==> config.mk <==
export PLATFORM = sky130hd
export DESIGN_NAME = gray_sync_decoder
export DESIGN_NICKNAME = d
export VERILOG_FILES = /design/src/rtl/gray_sync_decoder_pkg.sv /design/src/rtl/gray_sync_decoder_g2b.sv /design/src/rtl/gray_sync_decoder.sv
export SDC_FILE = /design/constraint.sdc
export NUM_CORES = 1
export LEC_CHECK = 0
export ABC_CLOCK_PERIOD_IN_PS = 2500
export BUFFER_PORTS_ARGS = -buffer_cell sky130_fd_sc_hd__clkbuf_2
export CAP_MARGIN = 20
export CORE_ASPECT_RATIO = 0.9
export CORE_MARGIN = 4
export CORE_UTILIZATION = 52
export DETAILED_ROUTE_END_ITERATION = 16
export PLACE_DENSITY_LB_ADDON = 0.12
export SYNTH_ARGS = -nofsm -noshare
export SYNTH_HDL_FRONTEND = slang
export SYNTH_HIERARCHICAL = 1
export SYNTH_SLANG_ARGS = --single-unit
==> constraint.sdc <==
create_clock -name clk -period 2.5 [get_ports clk]
set_clock_uncertainty 0.05 [all_clocks]
set_input_delay 0.25 -clock clk [delete_from_list [all_inputs] [get_ports clk]]
set_output_delay 0.25 -clock clk [all_outputs]
set_load 0.02 [all_outputs]
==> src/rtl/gray_sync_decoder_pkg.sv <==
// gray_sync_decoder_pkg: shared async-FIFO pointer defaults and Gray/binary helpers
package gray_sync_decoder_pkg;
  localparam int PTR_DEFAULT = 4;
  localparam int SYNC_DEFAULT = 2;
  function automatic logic [31:0] bin2gray(input logic [31:0] b);
    return b ^ (b >> 1);
  endfunction
  function automatic logic [31:0] gray2bin(input logic [31:0] g);
    logic [31:0] b;
    b[31] = g[31];
    for (int i = 30; i >= 0; i--) b[i] = b[i+1] ^ g[i];
    return b;
  endfunction
  function automatic logic multi_bit(input logic [31:0] a, input logic [31:0] b);
    logic [31:0] d;
    d = a ^ b;
    return (d & (d - 32'd1)) != 32'd0;
  endfunction
endpackage

==> src/rtl/gray_sync_decoder_g2b.sv <==
// gray_to_binary: combinational Gray-to-binary decode of a PTR-bit pointer
module gray_to_binary
  import gray_sync_decoder_pkg::*;
#(
  parameter int PTR = PTR_DEFAULT
) (
  input  logic [PTR-1:0] gray,
  output logic [PTR-1:0] bin
);
  assign bin = PTR'(gray2bin(32'(gray)));
endmodule

==> src/rtl/gray_sync_decoder.sv <==
// gray_sync_decoder: synchronize a foreign Gray pointer, decode it, report advance and Gray violations
module gray_sync_decoder
  import gray_sync_decoder_pkg::*;
#(
  parameter int PTR = PTR_DEFAULT,
  parameter int SYNC_STAGES = SYNC_DEFAULT
) (
  input  logic           clk,
  input  logic           rst_n,
  input  logic [PTR-1:0] gray_in,
  input  logic           err_clr,
  output logic [PTR-1:0] bin_out,
  output logic           bin_valid,
  output logic [PTR-1:0] delta,
  output logic           err_multi_bit
);
  localparam int FULL = SYNC_STAGES + 1;
  localparam int CW = $clog2(FULL + 1);
  logic [PTR-1:0] sync [SYNC_STAGES];
  logic [PTR-1:0] prev_g, dec;
  logic [CW-1:0]  cnt;
  for (genvar k = 0; k < SYNC_STAGES; k++) begin : g_sync
    if (k == 0) begin : g_first
      always_ff @(posedge clk or negedge rst_n)
        if (!rst_n) sync[k] <= '0;
        else sync[k] <= gray_in;
    end else begin : g_rest
      always_ff @(posedge clk or negedge rst_n)
        if (!rst_n) sync[k] <= '0;
        else sync[k] <= sync[k-1];
    end
  end
  gray_to_binary #(.PTR(PTR)) u_g2b (.gray(sync[SYNC_STAGES-1]), .bin(dec));
  // bin_valid rises on the edge the counter saturates, i.e. when bin_out first holds post-reset data
  always_ff @(posedge clk or negedge rst_n)
    if (!rst_n) begin
      cnt <= '0;
      bin_valid <= 1'b0;
    end else begin
      cnt <= (cnt == CW'(FULL)) ? cnt : cnt + CW'(1);
      bin_valid <= bin_valid | (cnt == CW'(FULL - 1));
    end
  always_ff @(posedge clk or negedge rst_n)
    if (!rst_n) begin
      bin_out <= '0;
      prev_g <= '0;
      delta <= '0;
      err_multi_bit <= 1'b0;
    end else begin
      bin_out <= dec;
      prev_g <= sync[SYNC_STAGES-1];
      delta <= bin_valid ? dec - bin_out : '0;
      err_multi_bit <= (bin_valid & multi_bit(32'(sync[SYNC_STAGES-1]), 32'(prev_g))) | (err_multi_bit & ~err_clr);
    end
endmodule

; ---- Word level (Yosys, flattened, before mapping)
; Cells that the tools add are included.
[classes]
n_addsub = 3
n_eq_ne = 2
n_mux = 1
n_bitwise = 10
reduce_logical = 1
[ops]
columns = op, count
row1 = bitwise AND 4 x 32 -> 32 bit, 1
row2 = nonzero test 32 bit, 1
row3 = subtractor 4 x 1 -> 5 bit (second input constant), 1
row4 = == test 2 bit (second input constant), 2
row5 = 2-to-1 mux 4 bit, 1
row6 = subtractor 4 bit, 1
row7 = XOR 4 bit, 1
row8 = XOR 1 bit, 3
row9 = adder 2 x 1 -> 2 bit (second input constant), 1
row10 = bitwise AND 1 bit, 2
row11 = bitwise OR 1 bit, 2
row12 = NOT 1 bit, 1
[word_totals]
ff_bits = 24
in_bits = 7
output_inout_bits = 10
elab_cells = 25

; ---- Logic depth before layout (Yosys ltp)
; Gate-level depths: netlist (run 1).
[logic_depth]
word_depth = 6
depth_mapped = 8
ltp_nobuf = 8

; ---- Hierarchy
; Netlist (run 1), hierarchy kept.
[by_module_without_submodules]
columns = mod, instances, cells_each, area_per_inst_um2, seq_area_each_um2
row1 = gray_sync_decoder, 1, 58, 854.6, 600.6
row2 = gray_to_binary, 1, 5, 50.0, 0.0

; ---- Least setup slack after synthesis (run 1)
; OpenSTA, ideal clock, no wires.
[synth_timing]
path_kind = reg-to-reg
from = register sync[2] (netlist bit)
to = register delta[3]
setup_ns = 0.125
arrival_time_ns = 1.698
required_ns = 2.325
path_slack_ns = 0.628
path_stages_with_launch = 8
path_buffers = 0
period_less_slack_ns = 1.872
cell_sequence = dfrtp_1 -> xor2_2 -> xor2_1 -> ha_1 -> nor2b_1 -> o21a_1 -> nor3_1 -> nor3b_1
[synth_between]
elab_chain_cells = 5
[synth_rtl]
columns = item, line_no
row1 = "start, declared", gray_sync_decoder.sv:19  ; logic [PTR-1:0] sync [SYNC_STAGES];
row2 = "start signal, assigned by index", gray_sync_decoder.sv:30  ; else sync[k] <= sync[k-1];
row3 = XOR 1 bit (*), gray_sync_decoder_pkg.sv:11  ; for (int i = 30; i >= 0; i--) b[i] = b[i+1] ^ g[i];
row4 = via dec[2], gray_sync_decoder.sv:20  ; logic [PTR-1:0] prev_g, dec;
row5 = XOR 1 bit (*), gray_sync_decoder_pkg.sv:11
row6 = via dec[1], gray_sync_decoder.sv:20
row7 = XOR 1 bit, gray_sync_decoder_pkg.sv:11
row8 = subtractor 4 bit (*), gray_sync_decoder.sv:52  ; delta <= bin_valid ? dec - bin_out : '0;
row9 = 2-to-1 mux 4 bit (*), gray_sync_decoder.sv:52
row10 = "end signal, assigned", gray_sync_decoder.sv:52
row11 = "end, declared", gray_sync_decoder.sv:14  ; output logic [PTR-1:0] delta,
; Mark *: on every way through the listed nets, which the timed path passes. The rest lies on a longest branch.
; A chain may end at the register's enable or synchronous reset.

; ---- Worst setup path after layout (run 1)
[layout_timing]
from = register sync[3] (netlist bit)
to = register delta[3]
; The elaborated chain is that of the path after synthesis.

==> results of run 1 <==
cells by family after synthesis:
family                   Yosys count  synth area share (%)
AO/OA/AOI/OAI                      6                  4.56
XOR/XNOR                          11                  11.5
adder cells (fa/ha/maj)            6                  9.13
buffers and inverters              8                  3.74
flip-flops                        24                  66.4
AND/OR/NAND/NOR                    8                  4.70
power by group:
| group | leakage, nW | internal (mW) | switching (mW) | total [mW] |
|---|---|---|---|---|
| Combinational | 0.244 | 0.0792 | 0.117 | 0.196 |
| Clock | 0.0210 | 0.0889 | 0.110 | 0.199 |
| Sequential | 0.269 | 0.434 | 0.0189 | 0.453 |
cell type report:
type / instances / area [um2]
tap: 24 / 30.0
fill: 124 / 571
timing repair buffer: 21 / 130
sequential: 24 / 601
multi-input combinational: 31 / 270
inverter: 7 / 26.3
clock buffer: 4 / 36.3
cell usage after synthesis (2+ instances only):
master / n / area (um2)
a211oi_1: 2 / 15.0
xor2_1: 5 / 43.8
ha_1: 5 / 62.6
inv_1: 7 / 26.3
dfrtp_1: 24 / 601
nor2_1: 2 / 7.51
xnor2_1: 5 / 43.8
critical path, delay by kind of cell, from the launching register on:
kind | cells | cell delay [ps]
xor+xnor | 2 | 580
flops | 1 | 500
simple gates | 2 | 340
compound gates | 2 | 290
fa+ha+maj | 1 | 290
what timing repair did:
item	CTS	global route
hold buffers	5	0
endpoints found under the hold margin	28	0
setup endpoints to repair	0	0
registers in the layout, indices dropped and copies added (netlist names):
register       flops
bin_out            4
cnt                2
err_multi_bit      1
sync               8
prev_g             4
delta              4
bin_valid          1
metrics by stage:
step | setup slack, ps | utilization, %
detailed placement | 389 | 60.5
CTS | 351 | 65.7
finish | 355 | 65.7
global route | 222 | 65.7
global placement | 527 | 60.5
floorplan | 628 | -
path summary, 6_finish.rpt:
check | from | endpoint | slack (ps) | depth (start not counted)
min in group asynchronous | rst_n | delta[3]$_DFF_PN0_ | 390 | 2
max | sync[3]$_DFF_PN0_ | delta[3]$_DFF_PN0_ | 360 | 7
min reg2reg | sync[4]$_DFF_PN0_ | sync[0]$_DFF_PN0_ | 310 | 0
max reg2reg | sync[3]$_DFF_PN0_ | delta[3]$_DFF_PN0_ | 360 | 7
min | err_clr | err_multi_bit$_DFF_PN0_ | 50 | 2
max in group asynchronous | rst_n | bin_out[0]$_DFF_PN0_ | 1620 | 2
routing by layer:
| layer | up-vias | part of all wire [%] |
|---|---|---|
| li1 | 246 | - |
| met3 | 4 | 4.5 |
| met1 | 242 | 40 |
| met4 | 0 | 2.0 |
| met5 | - | 0 |
| met2 | 13 | 53 |
==> flow_summary.ini, run 1 <==
[outcome]
status = complete, no violations

[drt]
drt_first_pass_iters = 4
vias = 505
drc = 0
routed_wirelength_um = 1330
wl_per_cell_um = 12.0
vias_per_cell = 4.55
detail-route-antenna-nets = 0
first_iter_violations = 3

[global_routing]
grt_overflow = 0
grt_max_degree = 25
grt_util_all_layers_pct = 13.6
grt_pass1_wl_um = 2240
grt_use_met3_pct = 4.05
met1_usage_pct = 13.7
grt_use_met2_pct = 25.6
top_usage_layer = met2
grt_pass1_vias = 523
antenna_found_initial = 0

[timing]
min_period_ps = 2140
hold_viol_final = 0
fin_worst_hold_slack_ps = 47.0
tightest_slew_ps = 565
period_share_pct = 85.8
report.final.slew_viol_count = 0
rsz0062_at_grt = no
slew_headroom_pct = 62.3
finalSetupTns_ps = 0
setup_viol = 0
fmax_mhz = 466

[synth]
synth-seq-cells = 24
synthArstFlopShare_pct = 100
yosysSeqAreaShare_pct = 66.4
netlist_area_um2 = 905
ys.flop_type = dfrtp_1
synth_edf_count = 0
yosysWarnings = 6
syn_inst = 63
synth_cell_types = 20
syn_avg_cell_area_um2 = 14.4
syn_nets = 76

[clock_network]
cts_tree = built
insertion_delay_ps = 310
ctsResizeCount = 0
htreeDepth = 1
clockBufferDepth = 2
cts_setup_buffers = 0
cts.sinks = 24
numCtsBuffers = 3
cts_root_buffer = clkbuf_4
cts.clk_slew.worst_paths_ps = 130

[critical_path]
endpoint_kind = flop
cp_cell_sequence = xor2_2, xor2_1, ha_1, nor2b_1, o21a_1, o21ai_1, nor3b_1
cpPeakStageDelay_ps = 500
worst-setup-path-type = reg2reg
cp_data_required_time_ps = 2680
cp-start-kind = flop
cpMaxStageDelayCell = dfrtp_1
crit_fanout = 5
crit_arrival_ps = 2320

[cells_and_area]
fin_cells = 111
drive_gt1_share_pct = 25.3
nets = 101
design_area_um2 = 1090
diodes = 0
layout_commonest_cell = dfrtp_1
final_cell_mix = 24 x dfrtp_1, 16 x clkbuf_2, 7 x inv_1
syn_to_final_growth_pct = 20.9

[floorplanning]
start_util_pct = 54.4
core_area_um2 = 1660
row_count = 14
dieArea_um2 = 2470
dieWidth_um = 52.0
die_y_um = 47.6
boundaryPins = 17

[power]
p_leak_nw = 0.534
power_per_cell_area_nw_per_um2 = 776
max-vdd-ir-drop_v = 0.000511
total_power_mw = 0.848

[placed_design]
dp_cells = 102
portBuffers = 16
dpl_cell_area_um2 = 1010
dpl.hpwl_um = 1000
gp_congestion = 0.731

[hold_path]
min_path_type = in2reg

[job]
cap_viol_max_count = 0
No activity file was read; power rests on OpenSTA's default activity.
==> run 2, diff against run 1 <==
--- a/config.mk
+++ b/config.mk
@@ -8,12 +8,11 @@
 export ABC_CLOCK_PERIOD_IN_PS = 2500
 export BUFFER_PORTS_ARGS = -buffer_cell sky130_fd_sc_hd__clkbuf_2
 export CAP_MARGIN = 20
-export CORE_ASPECT_RATIO = 0.9
 export CORE_MARGIN = 4
-export CORE_UTILIZATION = 52
+export CORE_UTILIZATION = 51
 export DETAILED_ROUTE_END_ITERATION = 16
 export PLACE_DENSITY_LB_ADDON = 0.12
+export SETUP_SLACK_MARGIN = 0.1
 export SYNTH_ARGS = -nofsm -noshare
 export SYNTH_HDL_FRONTEND = slang
-export SYNTH_HIERARCHICAL = 1
 export SYNTH_SLANG_ARGS = --single-unit
==> flow_summary.ini, run 2 <==
[drt]
drc = 0
detail-route-antenna-nets = 0
drt_first_pass_iters = 3
vias = 491
vias_per_cell = 4.86
wl_per_cell_um = 11.5
routed_wirelength_um = 1160
first_iter_violations = 1

[clock_network]
numCtsBuffers = 3
ctsResizeCount = 0
clockBufferDepth = 2
cts.sinks = 23
cts_setup_buffers = 0
htreeDepth = 1
insertion_delay_ps = 300
cts_tree = built
cts_root_buffer = clkbuf_4
cts.clk_slew.worst_paths_ps = 110

[timing]
finalSetupTns_ps = 0
min_period_ps = 2070
rsz0062_at_grt = no
hold_viol_final = 0
report.final.slew_viol_count = 0
period_share_pct = 82.7
slew_headroom_pct = 64.1
fmax_mhz = 484
setup_viol = 0
tightest_slew_ps = 539

[synth]
synth_mux_area_share_pct = 0
synth_common_cells = 23 x dfrtp_1, 7 x inv_1, 6 x xnor2_1, 5 x ha_1
yosysWarnings = 0
netlist_area_um2 = 878
syn_nets = 74
synth_top_family_by_area = XOR/XNOR gates
syn_avg_cell_area_um2 = 14.4
synth_top_cell_area_share_pct = 65.5
synthArstFlopShare_pct = 100
ys.flop_type = dfrtp_1
synth_compound_area_share_pct = 4.27
syn_inst = 61
synth_cell_types = 18
synth_area_leaders = dfrtp_1 66%, ha_1 7.1%, xnor2_1 6.0%, inv_1 3.0%, fa_1 2.3%
yosysSeqAreaShare_pct = 65.5
synthXorXnorAreaFrac_pct = 10.7
synth_top_area_cell = dfrtp_1
synth_most_common_cell = dfrtp_1
synth_edf_count = 0
synth-seq-cells = 23
synthSimpleGateAreaFrac_pct = 6.27
synth_fa_ha_area_share_pct = 9.40

[global_routing]
antenna_found_initial = 0
grt_util_all_layers_pct = 12.2
grt_pass1_wl_um = 2190
grt_pass1_vias = 538
grt_max_degree = 24
grt_overflow = 0

[cells_and_area]
layout_commonest_cell = dfrtp_1
regMostFlops = sync
nets = 99
syn_to_final_growth_pct = 19.2
drive_gt1_share_pct = 25.9
largest_reg_flops = 8
design_area_um2 = 1050
fin_cells = 101
diodes = 0
num-fill-cells = 121
final_cell_mix = 23 x dfrtp_1, 16 x clkbuf_2, 7 x inv_1
largestRegisters = sync (8), bin_out (4), delta (4)

[critical_path]
crit_arrival_ps = 2220
cp_cell_sequence = xor2_2, xnor2_2, xor2_1, ha_1, fa_1, xnor2_1, and2_1
crit_fanout = 3
worst-path-buf-inv = 0
cp.depth = 7
endpoint_kind = flop
cp_top_family = XOR/XNOR gates
cpMaxStageDelayCell = dfrtp_1
cp_data_required_time_ps = 2650
cpPeakStageDelay_ps = 440
r2r_cells = 7
worst-setup-path-type = reg2reg
cp-start-kind = flop

[power]
pwr-share-comb_pct = 24.3
max-vdd-ir-drop_v = 0.000371
p_clk_share_pct = 20.3
p_switching_mw = 0.229
p_leak_nw = 0.509
p_sw_share_pct = 29.1
seqPwrFrac_pct = 55.4
power_per_cell_area_nw_per_um2 = 753
p_int_mw = 0.559

[hold_path]
hold_path_depth = 2
min_path_type = in2reg

[floorplanning]
dieArea_um2 = 2450
boundaryPins = 17
core_area_um2 = 1560
dieWidth_um = 49.5
start_util_pct = 56.3
row_count = 14
die_y_um = 49.5

[placed_design]
dp_cells = 92
dpl_cell_area_um2 = 971
portBuffers = 16
gp_congestion = 0.748

[job]
cap_viol_max_count = 0

[outcome]
status = complete, no violations
## run 2: cell families (layout without fill, tap and decap cells)
family          Yosys count  after routing
compound gates            6              6
xor+xnor                  9              9
fa+ha+maj                 6              6
buf+inv                   8             32
flops                    23             23
simple gates              9              9
## run 2: stage by stage
stage | worst slack, ps | hold slack, ps | power [mW] | util, %
6_report | 432 | 66.2 | 0.788 | 67.2
4_1_cts | 397 | 52.1 | 0.804 | 67.2
3_5_place_dp | 415 | 210 | 0.636 | 62.3
2_1_floorplan | 546 | -95.6 | 0.569 | -
3_3_place_gp | 511 | 211 | 0.631 | 62.3
5_1_grt | 287 | 48.8 | 0.846 | 67.2
## run 2: power groups by stage
stage,Combinational (mW),Sequential (mW),Clock (mW)
finish,0.192,0.437,0.160
global route,0.211,0.444,0.191
CTS,0.196,0.438,0.170
detailed placement,0.190,0.446,0
global placement,0.186,0.444,0
floorplan,0.0768,0.492,0
## run 2: cell type report
cell class / count / area [um2] / area share (%)
flip-flops and latches: 23 / 576 / 55.0
multi-input cells: 30 / 269 / 25.7
repair buffers: 21 / 130 / 12.4
clock buffers: 4 / 26.3 / 2.51
inverters: 7 / 26.3 / 2.51
well taps: 16 / 20.0 / 1.91
## run 2: metal layers
| metal | global-route usage (%) | wire [um] |
|---|---|---|
| met4 | 8.29 | 40 |
| met2 | 20.8 | 588 |
| met5 | 0 | 0 |
| met1 | 12.8 | 462 |
| met3 | 3.61 | 68 |
## run 2: worst reg2reg max path: cells and delay by family (launching register included)
family        cells  cell delay (ps)
simple gates      1              150
flops             1              440
fa+ha+maj         2              620
xor+xnor          4              720
## run 2: path summary, 6_finish.rpt
kind	slack [ps]	to	from
hold / removal	70	err_multi_bit$_DFF_PN0_	err_clr
max in group asynchronous	1640	cnt[1]$_DFFE_PN0P_	rst_n
setup / recovery	430	delta[2]$_DFF_PN0_	sync[3]$_DFF_PN0_
hold reg to reg	310	sync[2]$_DFF_PN0_	sync[6]$_DFF_PN0_
setup reg to reg	430	delta[2]$_DFF_PN0_	sync[3]$_DFF_PN0_
min in group asynchronous	410	delta[1]$_DFF_PN0_	rst_n
## run 2: repair_timing
action	in CTS	in global routing
endpoints found under the hold margin	27	0
endpoints found under the setup margin	0	0
hold buffers	5	0
==> run 3, diff against run 2 <==
--- a/config.mk
+++ b/config.mk
@@ -5,11 +5,12 @@
 export SDC_FILE = /design/constraint.sdc
 export NUM_CORES = 1
 export LEC_CHECK = 0
-export ABC_CLOCK_PERIOD_IN_PS = 2500
+export ABC_AREA = 1
+export ABC_CLOCK_PERIOD_IN_PS = 2050
 export BUFFER_PORTS_ARGS = -buffer_cell sky130_fd_sc_hd__clkbuf_2
 export CAP_MARGIN = 20
 export CORE_MARGIN = 4
-export CORE_UTILIZATION = 51
+export CORE_UTILIZATION = 52
 export DETAILED_ROUTE_END_ITERATION = 16
 export PLACE_DENSITY_LB_ADDON = 0.12
 export SETUP_SLACK_MARGIN = 0.1
==> constraint.sdc (replaced) <==
create_clock -name clk -period 2.05 [get_ports clk]
set_clock_uncertainty 0.05 [all_clocks]
set_input_delay 0.205 -clock clk [delete_from_list [all_inputs] [get_ports clk]]
set_output_delay 0.205 -clock clk [all_outputs]
set_load 0.02 [all_outputs]
==> flow_summary.ini, run 3 <==
[drt]
vias_per_cell = 4.45
detail-route-antenna-nets = 0
routed_wirelength_um = 1400
wl_per_cell_um = 9.97
first_iter_violations = 5
drc = 0
drt_first_pass_iters = 3
vias = 623

[cells_and_area]
diodes = 0
final_cell_mix = 23 x dfrtp_1, 21 x nand2_1, 16 x clkbuf_2
largestRegisters = sync (8), bin_out (4), delta (4)
num-fill-cells = 143
nets = 129
regMostFlops = sync
largest_reg_flops = 8
drive_gt1_share_pct = 30.4
syn_to_final_growth_pct = 21.7
layout_commonest_cell = dfrtp_1

[global_routing]
top_usage_layer = met2
grt_use_met3_pct = 3.56
grt_pass1_wl_um = 2440
grt_overflow = 0
met1_usage_pct = 15.6
grt_max_degree = 24
grt_util_all_layers_pct = 13.3
grt_use_met2_pct = 21.3
grt_pass1_vias = 614
antenna_found_initial = 0

[job]
cap_viol_max_count = 0

[clock_network]
cts_root_buffer = clkbuf_4
numCtsBuffers = 3
cts.sinks = 23
clockBufferDepth = 2
insertion_delay_ps = 310
cts_tree = built
htreeDepth = 1
cts.clk_slew.worst_paths_ps = 120

[floorplanning]
dieWidth_um = 50.3
boundaryPins = 17
row_count = 15
core_area_um2 = 1710
start_util_pct = 54.4
dieArea_um2 = 2530
die_y_um = 50.3

[timing]
min_period_ps = 1860
slew_headroom_pct = 64.7
rsz0062_at_grt = no
period_share_pct = 90.6
fin_worst_hold_slack_ps = 60.4
fmax_mhz = 539
report.final.slew_viol_count = 0
setup_viol = 0
tightest_slew_ps = 530
hold_viol_final = 0
finalSetupTns_ps = 0

[synth]
synth_area_leaders = dfrtp_1 62%, nand2_1 8.9%, ha_1 6.7%, inv_1 5.2%, nand2_2 4.0%
ys.flop_type = dfrtp_1
synth_cell_types = 16
syn_inst = 90
synth_top_area_cell = dfrtp_1
synth_edf_count = 0
yosysSeqAreaShare_pct = 61.9
synth_common_cells = 23 x dfrtp_1, 22 x nand2_1, 13 x inv_1, 6 x nand2_2, 6 x nor2_1
synthArstFlopShare_pct = 100
synth_top_cell_area_share_pct = 61.9
syn_avg_cell_area_um2 = 10.3
synth-seq-cells = 23
netlist_area_um2 = 930
synth_most_common_cell = dfrtp_1
syn_nets = 103
yosysWarnings = 0

[power]
p_int_mw = 0.635
p_leak_nw = 0.622
power_per_cell_area_nw_per_um2 = 792
p_clk_share_pct = 22.8
seqPwrFrac_pct = 57.2
p_sw_share_pct = 29.1
max-vdd-ir-drop_v = 0.000515
total_power_mw = 0.895
p_switching_mw = 0.261
pwr-share-comb_pct = 20.0

[critical_path]
crit_arrival_ps = 2020
cpMaxStageDelayCell = fa_2
crit_fanout = 4
endpoint_kind = flop
worst-setup-path-type = reg2reg
cp-start-kind = flop
cpPeakStageDelay_ps = 530
cp_data_required_time_ps = 2210
cp_cell_sequence = nand2_1, nand2_2, inv_2, nand2_2, nand2_4, nand2_2, nand2_2, inv_2, ha_2, fa_2, nor2_1
path_common_cell = nand2_2

[placed_design]
portBuffers = 16
gp_congestion = 0.728
dpl.hpwl_um = 1030

[hold_path]
min_path_type = in2reg

[outcome]
status = complete, no violations
[run 3: cell types whose count changed after synthesis, moves of 2 or more]
| cell | change |
|---|---|
| nand2_1 | +21 |
| nand2_2 | +6 |
| nor2_1 | +6 |
| o21ai_0 | -2 |
| inv_2 | +3 |
| a21oi_1 | +2 |
| xnor2_1 | -5 |
| nor3b_1 | -2 |
| inv_1 | +6 |
| nor2b_1 | -3 |
| nand3_1 | +2 |
| o211ai_1 | -2 |
[run 3: kinds of logic after synthesis]
group | count (synthesis) | synth area share (%)
and+or+nand+nor | 39 | 18.4
adders and majority gates | 6 | 8.88
xor gates and xnor gates | 2 | 1.88
AOI/OAI and AO/OA | 3 | 1.61
buffers and inverters | 17 | 7.27
DFF | 23 | 61.9
[run 3: cell type report]
cell class              count  area (um2)  area share [%]
repair buffers             22         138            12.2
multi-input cells          50         299            26.4
clock inverters             1        5.00           0.442
flip-flops and latches     23         576            50.9
inverters                  16        60.1            5.31
well taps                  25        31.3            2.77
clock buffers               3        22.5            1.99
[run 3: power by group through the flow]
stage	Sequential [mW]	Clock [mW]	Combinational (mW)
floorplan	0.557	0	0.0715
global placement	0.519	0	0.162
detailed placement	0.522	0	0.169
CTS	0.513	0.212	0.177
global route	0.516	0.234	0.200
finish	0.512	0.204	0.179
[run 3: worst max-delay path, delay by kind of cell (launching register included)]
kind | cells | cell delay (ps)
flops | 1 | 430
buf+inv | 2 | 100
fa+ha+maj | 2 | 700
simple gates | 7 | 470
[run 3: through the flow]
step                instance area (um2)  util, %  cells  setup WS [ps]
global route                       1130     66.2    140            124
finish                             1130     66.2    140            193
global placement                   1030     60.5    130            174
CTS                                1110     65.1    139            123
detailed placement                 1030     60.5    130            134
floorplan                           930        -     90            279
[run 3: routing by layer]
metal | share of wire (%) | vias to the layer above
met5 | 0 | -
met4 | 2.8 | 0
met3 | 4.4 | 5
met2 | 51 | 16
met1 | 42 | 284
li1 | - | 318
[run 3: timing repair]
action | 4_1_cts | 5_1_grt
buffers inserted | 0 | 1
hold buffers | 5 | 0
resized for setup | 0 | 5
endpoints found under the setup margin | 0 | 2
endpoints found under the hold margin | 27 | 0
[run 3: worst paths after layout]
path / from / endpoint / slack [ps] / depth (start not counted)
setup / recovery: sync[3]$_DFF_PN0_ / delta[1]$_DFF_PN0_ / 190 / 11
hold / removal: err_clr / err_multi_bit$_DFF_PN0_ / 60 / 4
setup reg to reg: sync[3]$_DFF_PN0_ / delta[1]$_DFF_PN0_ / 190 / 11
hold reg to reg: sync[7]$_DFF_PN0_ / sync[3]$_DFF_PN0_ / 310 / 0
max in group asynchronous: rst_n / prev_g[0]$_DFF_PN0_ / 1250 / 2
min in group asynchronous: rst_n / err_multi_bit$_DFF_PN0_ / 340 / 2
